--- config.mk ---
export PLATFORM = sky130hd
export DESIGN_NAME = clock_timekeeper
export DESIGN_NICKNAME = d
export VERILOG_FILES = /design/src/rtl/clock_pkg.sv /design/src/rtl/wrap_counter.sv /design/src/rtl/clock_timekeeper.sv
export SDC_FILE = /design/constraint.sdc
export NUM_CORES = 1
export LEC_CHECK = 0
export ABC_AREA = 1
export BUFFER_PORTS_ARGS = -buffer_cell sky130_fd_sc_hd__buf_2
export CAP_MARGIN = 5
export CORE_UTILIZATION = 55
export CTS_BUF_LIST = sky130_fd_sc_hd__clkbuf_16
export CTS_CLUSTER_DIAMETER = 40
export DETAILED_ROUTE_END_ITERATION = 7
export PLACE_DENSITY = 0.87
export SLEW_MARGIN = 20
export SYNTH_ARGS = -nofsm -noshare
export SYNTH_HDL_FRONTEND = slang
export SYNTH_HIERARCHICAL = 1
export SYNTH_SLANG_ARGS = --single-unit
--- constraint.sdc ---
create_clock -name clk -period 6.8 [get_ports clk]
set_input_delay 0.68 -clock clk [delete_from_list [all_inputs] [get_ports clk]]
set_output_delay 0.68 -clock clk [all_outputs]
set_load 0.01 [all_outputs]
--- src/rtl/clock_pkg.sv ---
// Shared widths and limits for the clock time base.
// Also holds the system clock rate used by clock_div.
package clock_pkg;

    localparam int SEC_W       = 6;
    localparam int HR_W        = 4;
    localparam int SEC_MAX     = 59;
    localparam int MIN_MAX     = 59;
    localparam int HR_MAX      = 11;
    localparam int CLK_FREQ_HZ = 31_500_000;

endpackage

--- src/rtl/wrap_counter.sv ---
// Modulo counter advancing by inc*STEP per enabled edge.
// wrap flags that the sum reached the modulus this cycle.
module wrap_counter #(
    parameter int W    = 6,
    parameter int MOD  = 60,
    parameter int STEP = 1
) (
    input  logic         clk,
    input  logic         reset_n,
    input  logic         en,
    input  logic [1:0]   inc,
    output logic [W-1:0] value,
    output logic         wrap
);

    logic [W:0] sum;
    logic [W:0] nxt;

    // One-bit-wider sum, folded back into range with a single subtract
    always_comb begin
        sum  = {1'b0, value} + ((W+1)'(inc) * (W+1)'(STEP));
        wrap = en && (sum >= (W+1)'(MOD));
        nxt  = wrap ? (sum - (W+1)'(MOD)) : sum;
    end

    // Counter register
    always_ff @(posedge clk) begin
        if (!reset_n)
            value <= '0;
        else if (en)
            value <= nxt[W-1:0];
    end

endmodule

--- src/rtl/clock_timekeeper.sv ---
// Time-of-day, alarm setting, alarm trigger and buzzer gating.
// Feeds the renderer with time values and the bell/buzzer state.
module clock_timekeeper
    import clock_pkg::*;
#(
    parameter int ALARM_SECS = 60,
    parameter int AL_STEP    = 10
) (
    input  logic             clk,
    input  logic             reset_n,
    input  logic             sec_tick,
    input  logic             buzz_tick,
    input  logic             sec_adj,
    input  logic             min_adj,
    input  logic             hrs_adj,
    input  logic             al_adj,
    input  logic             al_toggle,
    output logic [SEC_W-1:0] seconds,
    output logic [SEC_W-1:0] minutes,
    output logic [HR_W-1:0]  hours,
    output logic [SEC_W-1:0] al_minutes,
    output logic [HR_W-1:0]  al_hours,
    output logic             al_on,
    output logic             alarm,
    output logic             buzzer_out
);

    logic             sec_wrap;
    logic             min_wrap;
    logic             alm_wrap;
    logic             carry_s;
    logic             carry_m;
    logic [1:0]       min_inc;
    logic [1:0]       hr_inc;
    logic             match;
    logic             match_d;
    logic             trig;
    logic             tone;
    logic             beep_phase;
    logic [5:0]       snd_cnt;

    wrap_counter #(.W(SEC_W), .MOD(SEC_MAX + 1)) u_sec (
        .clk     (clk),
        .reset_n (reset_n),
        .en      (sec_tick | sec_adj),
        .inc     (2'd1),
        .value   (seconds),
        .wrap    (sec_wrap)
    );

    wrap_counter #(.W(SEC_W), .MOD(MIN_MAX + 1)) u_min (
        .clk     (clk),
        .reset_n (reset_n),
        .en      (1'b1),
        .inc     (min_inc),
        .value   (minutes),
        .wrap    (min_wrap)
    );

    wrap_counter #(.W(HR_W), .MOD(HR_MAX + 1)) u_hr (
        .clk     (clk),
        .reset_n (reset_n),
        .en      (1'b1),
        .inc     (hr_inc),
        .value   (hours),
        .wrap    ()
    );

    wrap_counter #(.W(SEC_W), .MOD(MIN_MAX + 1), .STEP(AL_STEP)) u_almin (
        .clk     (clk),
        .reset_n (reset_n),
        .en      (al_adj),
        .inc     (2'd1),
        .value   (al_minutes),
        .wrap    (alm_wrap)
    );

    wrap_counter #(.W(HR_W), .MOD(HR_MAX + 1)) u_alhr (
        .clk     (clk),
        .reset_n (reset_n),
        .en      (al_adj & alm_wrap),
        .inc     (2'd1),
        .value   (al_hours),
        .wrap    ()
    );

    // Carries ripple only from a tick-driven seconds wrap; toggle blocks trigger
    always_comb begin
        carry_s = sec_tick & sec_wrap;
        carry_m = carry_s & min_wrap;
        min_inc = {1'b0, carry_s} + {1'b0, min_adj};
        hr_inc  = {1'b0, carry_m} + {1'b0, hrs_adj};
        match   = (hours == al_hours) && (minutes == al_minutes) &&
                  (seconds == '0);
        trig    = al_on && match && !match_d && !al_toggle;
    end

    // Match history, tone square wave and 1 s beep cadence
    always_ff @(posedge clk) begin
        if (!reset_n) begin
            match_d    <= 1'b0;
            tone       <= 1'b0;
            beep_phase <= 1'b0;
        end else begin
            match_d <= match;
            tone    <= tone ^ buzz_tick;
            if (trig && !alarm)
                beep_phase <= 1'b1;
            else if (sec_tick)
                beep_phase <= ~beep_phase;
        end
    end

    // Enable flag, sounding period and buzzer gate
    always_ff @(posedge clk) begin
        if (!reset_n) begin
            al_on      <= 1'b0;
            alarm      <= 1'b0;
            snd_cnt    <= '0;
            buzzer_out <= 1'b0;
        end else begin
            if (al_toggle)
                al_on <= ~al_on;
            if (al_toggle && al_on) begin
                alarm      <= 1'b0;
                snd_cnt    <= '0;
                buzzer_out <= 1'b0;
            end else begin
                buzzer_out <= alarm & beep_phase & tone;
                if (trig && !alarm) begin
                    alarm   <= 1'b1;
                    snd_cnt <= '0;
                end else if (alarm && sec_tick) begin
                    if (snd_cnt == 6'(ALARM_SECS - 1)) begin
                        alarm   <= 1'b0;
                        snd_cnt <= '0;
                    end else begin
                        snd_cnt <= snd_cnt + 6'd1;
                    end
                end
            end
        end
    end

endmodule

==> flow_metrics.py, run 1 <==
metrics = {
    "finish": {
        "layout.cells.most_common": "nand2_1",
        "syn_to_layout_area_delta_pct": 16.35,
        "final.fill_count": 439,
        "num-nets-final": 545,
        "area_taken_by_multi_input_logic_gates_um2": 1962,
        "fin_area_um2": 3463,
        "ff_latch_area_um2": 740.7,
        "layout-drive-gt1-share_pct": 18.55,
        "num_antenna_cells": 0,
        "stdcell_count": 582,
        "final_cell_mix": "nand2_1, inv_1, nor2_1",
    },
    "pwr": {
        "p_leak_nw": 1.894,
        "ir_drop_mv": 0.1554,
        "power.density_cell_area_nw_per_um2": 188.6,
        "finalPower_mw": 0.6533,
    },
    "drt": {
        "route.final.wire_length_mm": 6.673,
        "drtAntennaViolNets": 0,
        "avgRoutedWirePerCell_um": 11.47,
        "routed_via_density": 5.021,
        "dr.pass1.iters": 5,
        "route.vias.total": 2922,
        "drcViolationCount": 0,
        "drt_iter0_markers": 205,
    },
    "grt": {
        "grt_antenna_before_repair": 0,
        "grt_start_max_net_pins": 22,
        "gr-usage-all-layers_pct": 24.95,
        "wire_length_of_the_first_global_routing_pass_mm": 10.95,
        "grt_overflow_total": 0,
        "number_of_global_route_vias_before_repair": 2615,
    },
    "worst_setup_path": {
        "cp.required_ns": 7.02,
        "slowest_stage": "fa_1",
        "critical_path.max_stage_delay_ns": 0.45,
        "timing.setup.critical_path_class": "reg2reg",
        "critical_path_arrival_ns": 6.33,
        "critical_path.startpoint_type": "flop",
        "cp_top_family": "adder cells",
        "crit_fanout": 4,
        "critPathCaptureType": "flop",
        "critPathLaunch": "u_sec/value[0]",
        "r2r-start": "u_sec/value[0]",
        "crit_buf_inv": 9,
    },
    "logic_synthesis": {
        "syn_area_um2": 2977,
        "post_synth.cell_area_avg_um2": 6.644,
        "yosysWarningCount": 6,
        "post_synth_inst_count": 448,
    },
    "min_path": {
        "hold_class": "reg2reg",
        "worstHoldStart": "beep_phase",
    },
    "floorplanning": {
        "fp.dieArea_um2": 5710,
        "die_x_um": 75.57,
        "io_pins": 38,
        "initial_core_util_pct": 57.55,
        "chipHeight_um": 75.57,
        "std_cell_rows": 26,
        "placeableCoreArea_um2": 5172,
    },
    "place": {
        "post_dp_cell_area_um2": 3301,
        "globalplace.congestion": 0.9305,
        "dp_hpwl_mm": 5.076,
        "place.port_buffers": 36,
        "numPlacedInstances": 574,
    },
    "sta": {
        "rsz0062_at_grt": "false",
        "totalNegativeSetupSlack_ns": 0,
        "fin_worst_skew_ns": 0.003860,
        "clock.fmax_mhz": 163.6,
        "hold-worst-slack_ns": 0.4829,
        "setup-violations-final": 0,
        "final-hold-violation-count": 0,
        "min_period_over_period_pct": 89.86,
        "final_report_max_slew_violation_count": 0,
        "finalCriticalPeriod_ns": 6.111,
    },
    "clock_tree": {
        "tritoncts_clock_tree": "yes",
        "path_clk_slew_ns": 0.06,
        "clock_sinks": 37,
        "post_cts_repair_setup_buffers": 0,
        "cts.hold.buffers_added": 0,
        "post_cts_resized": 0,
        "cts_max_level": 2,
        "cts_buffers": 5,
        "insertion_delay_ns": 0.28,
        "cts-root-buf": "clkbuf_16",
        "cts.path.max_buffers": 2,
    },
    "run_status": {
        "run_status": "finished clean",
    },
    "flow_run": {
        "maxCapViolCount": 0,
    },
}
==> worst register-to-register path: cells and delay by family, from the launching register on <==
family,cells,cell delay (ns)
AO/OA/AOI/OAI,3,0.28
AND/OR/NAND/NOR,21,1.82
buffers and inverters,9,0.60
flip-flops,1,0.33
adder cells (fa/ha/maj),11,2.99
==> report_power, final <==
| group | total [mW] | switching (mW) | internal, mW |
|---|---|---|---|
| clock network | 0.256 | 0.0857 | 0.170 |
| registers | 0.250 | 0.0203 | 0.230 |
| logic | 0.147 | 0.0901 | 0.0571 |
==> worst paths after layout <==
check | slack (ns) | to | cells after the start
worst max-delay path | 0.69 | u_hr/value[2] | 44
worst max register to register | 0.69 | u_hr/value[2] | 44
worst min register to register | 0.48 | buzzer_out | 2
worst min-delay path | 0.48 | buzzer_out | 2
==> area by class of cell <==
| type | count | area share (%) |
|---|---|---|
| well taps | 70 | 2.529 |
| flip-flops and latches | 37 | 21.39 |
| repair buffers | 36 | 5.202 |
| clock inverters | 3 | 1.084 |
| clock buffers | 5 | 3.613 |
| inverters | 88 | 9.538 |
| multi-input cells | 343 | 56.65 |
==> state kept, by name, indices dropped and copies added, names as in the netlist <==
register and count:
tone 1, u_min/value 6, u_almin/value 5, u_alhr/value 4, al_on 1, match_d 1, snd_cnt 6, u_hr/value 4
u_sec/value 6, buzzer_out 1, beep_phase 1, alarm 1
==> routing by layer <==
layer / track usage [%] / vias up / part of all wire, %
met3: 3.571 / 11 / 3.9
li1: - / 1513 / -
met1: 31.00 / 1320 / 46
met4: 8.230 / 0 / 1.7
met5: 0 / - / 0
met2: 44.35 / 78 / 48
==> through the flow <==
step	setup WS (ns)	utilization, %
floorplan	1.176	-
global placement	1.040	63.81
detailed placement	0.7658	63.81
CTS	0.7051	66.96
global route	0.1076	66.96
finish	0.6892	66.96
Power figures use the tool's default switching activity.
==> run 2, diff against run 1 <==
Settings changed: ABC_AREA 1 to 0, CORE_UTILIZATION 55 to 54, PLACE_DENSITY 0.87 to 0.89.
Clock period 6.8 ns to 5.2 ns, I/O delays scaled along.
==> run 2 against run 1 <==
Net effect: the run now ends with setup timing left; final cell count is 10% lower; clock power is 13% higher; synthesized cell count is 18% lower; critical endpoint is now u_hr/value[3]; worst hold slack better by 0.0058 ns; fmax is 5.4% lower; largest power group is now combinational cells; die area is 10% higher; register-to-register slack worse by 1.9 ns.
==> flow_metrics.py, run 2 <==
metrics = {
    "drt": {
        "drt_iter0_markers": 161,
        "drcViolationCount": 0,
        "route.vias.total": 3161,
        "route.layer.met1.wl_mm": 3.593,
        "routed_via_density": 6.044,
        "dr.pass1.iters": 5,
        "avgRoutedWirePerCell_um": 17.47,
        "met2_wirelength_mm": 4.777,
        "highest_layer": "met4",
        "route.final.wire_length_mm": 9.139,
        "met3_length_um": 469,
        "drtAntennaViolNets": 0,
    },
    "grt": {
        "grt_start_max_net_pins": 34,
        "grt_overflow_total": 0,
        "number_of_global_route_vias_before_repair": 3042,
        "wire_length_of_the_first_global_routing_pass_mm": 14.03,
        "gr-usage-all-layers_pct": 28.95,
        "grt_antenna_before_repair": 0,
    },
    "min_path": {
        "hold_class": "reg2reg",
        "whs_path_depth": 2,
        "worstHoldStart": "tone",
        "worst_hold_path.endpoint": "buzzer_out",
    },
    "place": {
        "dpl_worst_slack_ns": -1.236,
        "numPlacedInstances": 499,
        "place.port_buffers": 36,
        "globalplace.congestion": 0.8813,
        "dp_hpwl_mm": 6.078,
    },
    "pwr": {
        "p_leak_nw": 1.792,
        "netSwitchingPower_mw": 0.3990,
        "clock_power_share_pct": 26.9,
        "power.density_cell_area_nw_per_um2": 261.1,
        "ir_drop_mv": 0.2221,
        "finalPower_mw": 1.077,
        "cellInternalPower_mw": 0.6783,
        "power_frac_comb_pct": 39.1,
        "netSwitchingFraction_pct": 37.04,
        "power_frac_seq_pct": 33.9,
    },
    "clock_tree": {
        "clock_sinks": 37,
        "cts-root-buf": "clkbuf_16",
        "cts_max_level": 2,
        "cts.path.max_buffers": 2,
        "cts_buffers": 5,
        "cts.hold.buffers_added": 0,
        "path_clk_slew_ns": 0.05,
        "tritoncts_clock_tree": "yes",
        "insertion_delay_ns": 0.29,
    },
    "floorplanning": {
        "std_cell_rows": 27,
        "die_x_um": 79.24,
        "placeableCoreArea_um2": 5642,
        "chipHeight_um": 79.24,
        "fp.dieArea_um2": 6279,
        "io_pins": 38,
        "initial_core_util_pct": 57.11,
    },
    "worst_setup_path": {
        "crit_fanout": 3,
        "critical_path.max_stage_delay_ns": 0.41,
        "critical_path.startpoint_type": "flop",
        "r2r_cells": 32,
        "timing.setup.critical_path_class": "reg2reg",
        "critPathCaptureType": "flop",
        "r2r-start": "u_sec/value[0]",
        "slowest_stage": "or3b_4",
        "critical_path_arrival_ns": 6.65,
        "reg2reg_setup_slack_ns": -1.26,
        "regToRegEndpoint": "u_hr/value[3]",
        "path_common_cell": "ha_4",
        "cp.required_ns": 5.39,
    },
    "sta": {
        "min_period_over_period_pct": 124.2,
        "finalCriticalPeriod_ns": 6.458,
        "rsz0062_at_grt": "true",
        "totalNegativeSetupSlack_ns": -3.477,
        "fin_worst_skew_ns": 0.003797,
        "final-hold-violation-count": 0,
        "clock.fmax_mhz": 154.9,
        "final_critical_path_setup_slack_ns": -1.258,
        "timing.max_slew.rel_slack_pct": 61.24,
        "setup-violations-final": 4,
        "final_report_max_slew_violation_count": 0,
        "worst_slew_pin_slew_ns": 0.5761,
    },
    "finish": {
        "num-nets-final": 484,
        "layout.cells.most_common": "buf_4",
        "syn_to_layout_area_delta_pct": 28.08,
        "area_taken_by_multi_input_logic_gates_um2": 2542,
        "num_antenna_cells": 0,
        "ff_latch_area_um2": 745.7,
        "final.fill_count": 381,
        "final_cell_mix": "buf_4, buf_2, dfxtp_1",
        "stdcell_count": 523,
        "layout-drive-gt1-share_pct": 33.48,
        "reg_top3": "snd_cnt (6), u_min/value (6), u_sec/value (6)",
    },
    "logic_synthesis": {
        "post_synth.cell_area_avg_um2": 8.803,
        "post_synth_inst_count": 366,
        "syn_area_um2": 3222,
        "yosysWarningCount": 6,
    },
    "flow_run": {
        "maxCapViolCount": 0,
    },
    "run_status": {
        "run_status": "complete, but fails checks",
        "violations_in_the_final_reports": "setup timing",
    },
}
[run 2: per-layer routing]
| metal | track usage, % | vias to the layer above |
|---|---|---|
| li1 | - | 1475 |
| met1 | 32.79 | 1533 |
| met2 | 51.90 | 125 |
| met3 | 4.138 | 28 |
| met4 | 15.64 | 0 |
| met5 | 0 | - |
[run 2: worst max path at each step]
stage,slack (ns),end,cells past startpoint,startpoint
floorplan,-0.93,u_hr/value[3],35,u_sec/value[1]
global placement,-0.89,u_hr/value[3],34,u_sec/value[0]
detailed placement,-1.24,u_hr/value[3],34,u_sec/value[1]
CTS,-1.11,u_hr/value[2],34,u_sec/value[1]
global route,-1.53,u_hr/value[3],32,u_sec/value[0]
finish,-1.26,u_hr/value[3],32,u_sec/value[0]
[run 2: stage by stage]
stage / util [%] / hold slack [ns] / instance area (µm²)
finish: 73.14 / 0.4887 / 4126
global route: 73.14 / 0.5204 / 4126
CTS: 71.15 / 0.4920 / 4014
detailed placement: 66.38 / 0.4822 / 3745
global placement: 66.38 / 0.4576 / 3745
floorplan: - / 0.4500 / 3396
[run 2: area by class of cell]
cell class | instances | area share [%]
Tap cell | 72 | 2.183
Timing Repair Buffer | 82 | 12.83
Clock buffer | 5 | 3.032
Sequential cell | 37 | 18.07
Clock inverter | 3 | 0.2729
Inverter | 22 | 2.001
Multi-Input combinational cell | 302 | 61.61
[run 2: timing repair]
action,CTS,global route
pin swaps,16,6
setup buffers,8,9
setup endpoints to repair,4,6
gates resized for setup,12,7
[run 2: worst max-delay path: cells and delay by family, from the launching register on]
family	cells	cell delay [ns]
fa+ha+maj	11	2.61
simple gates	13	2.42
xor+xnor	3	0.51
compound gates	3	0.37
flops	1	0.33
buf+inv	2	0.10
[run 2: power groups by stage]
stage                     registers, mW  logic (mW)  clock network (mW)
after floorplan                   0.354       0.277                   0
after global placement            0.366       0.357                   0
after detailed placement          0.369       0.374                   0
after CTS                         0.364       0.386               0.293
after global routing              0.369       0.453               0.306
final                             0.365       0.422               0.290
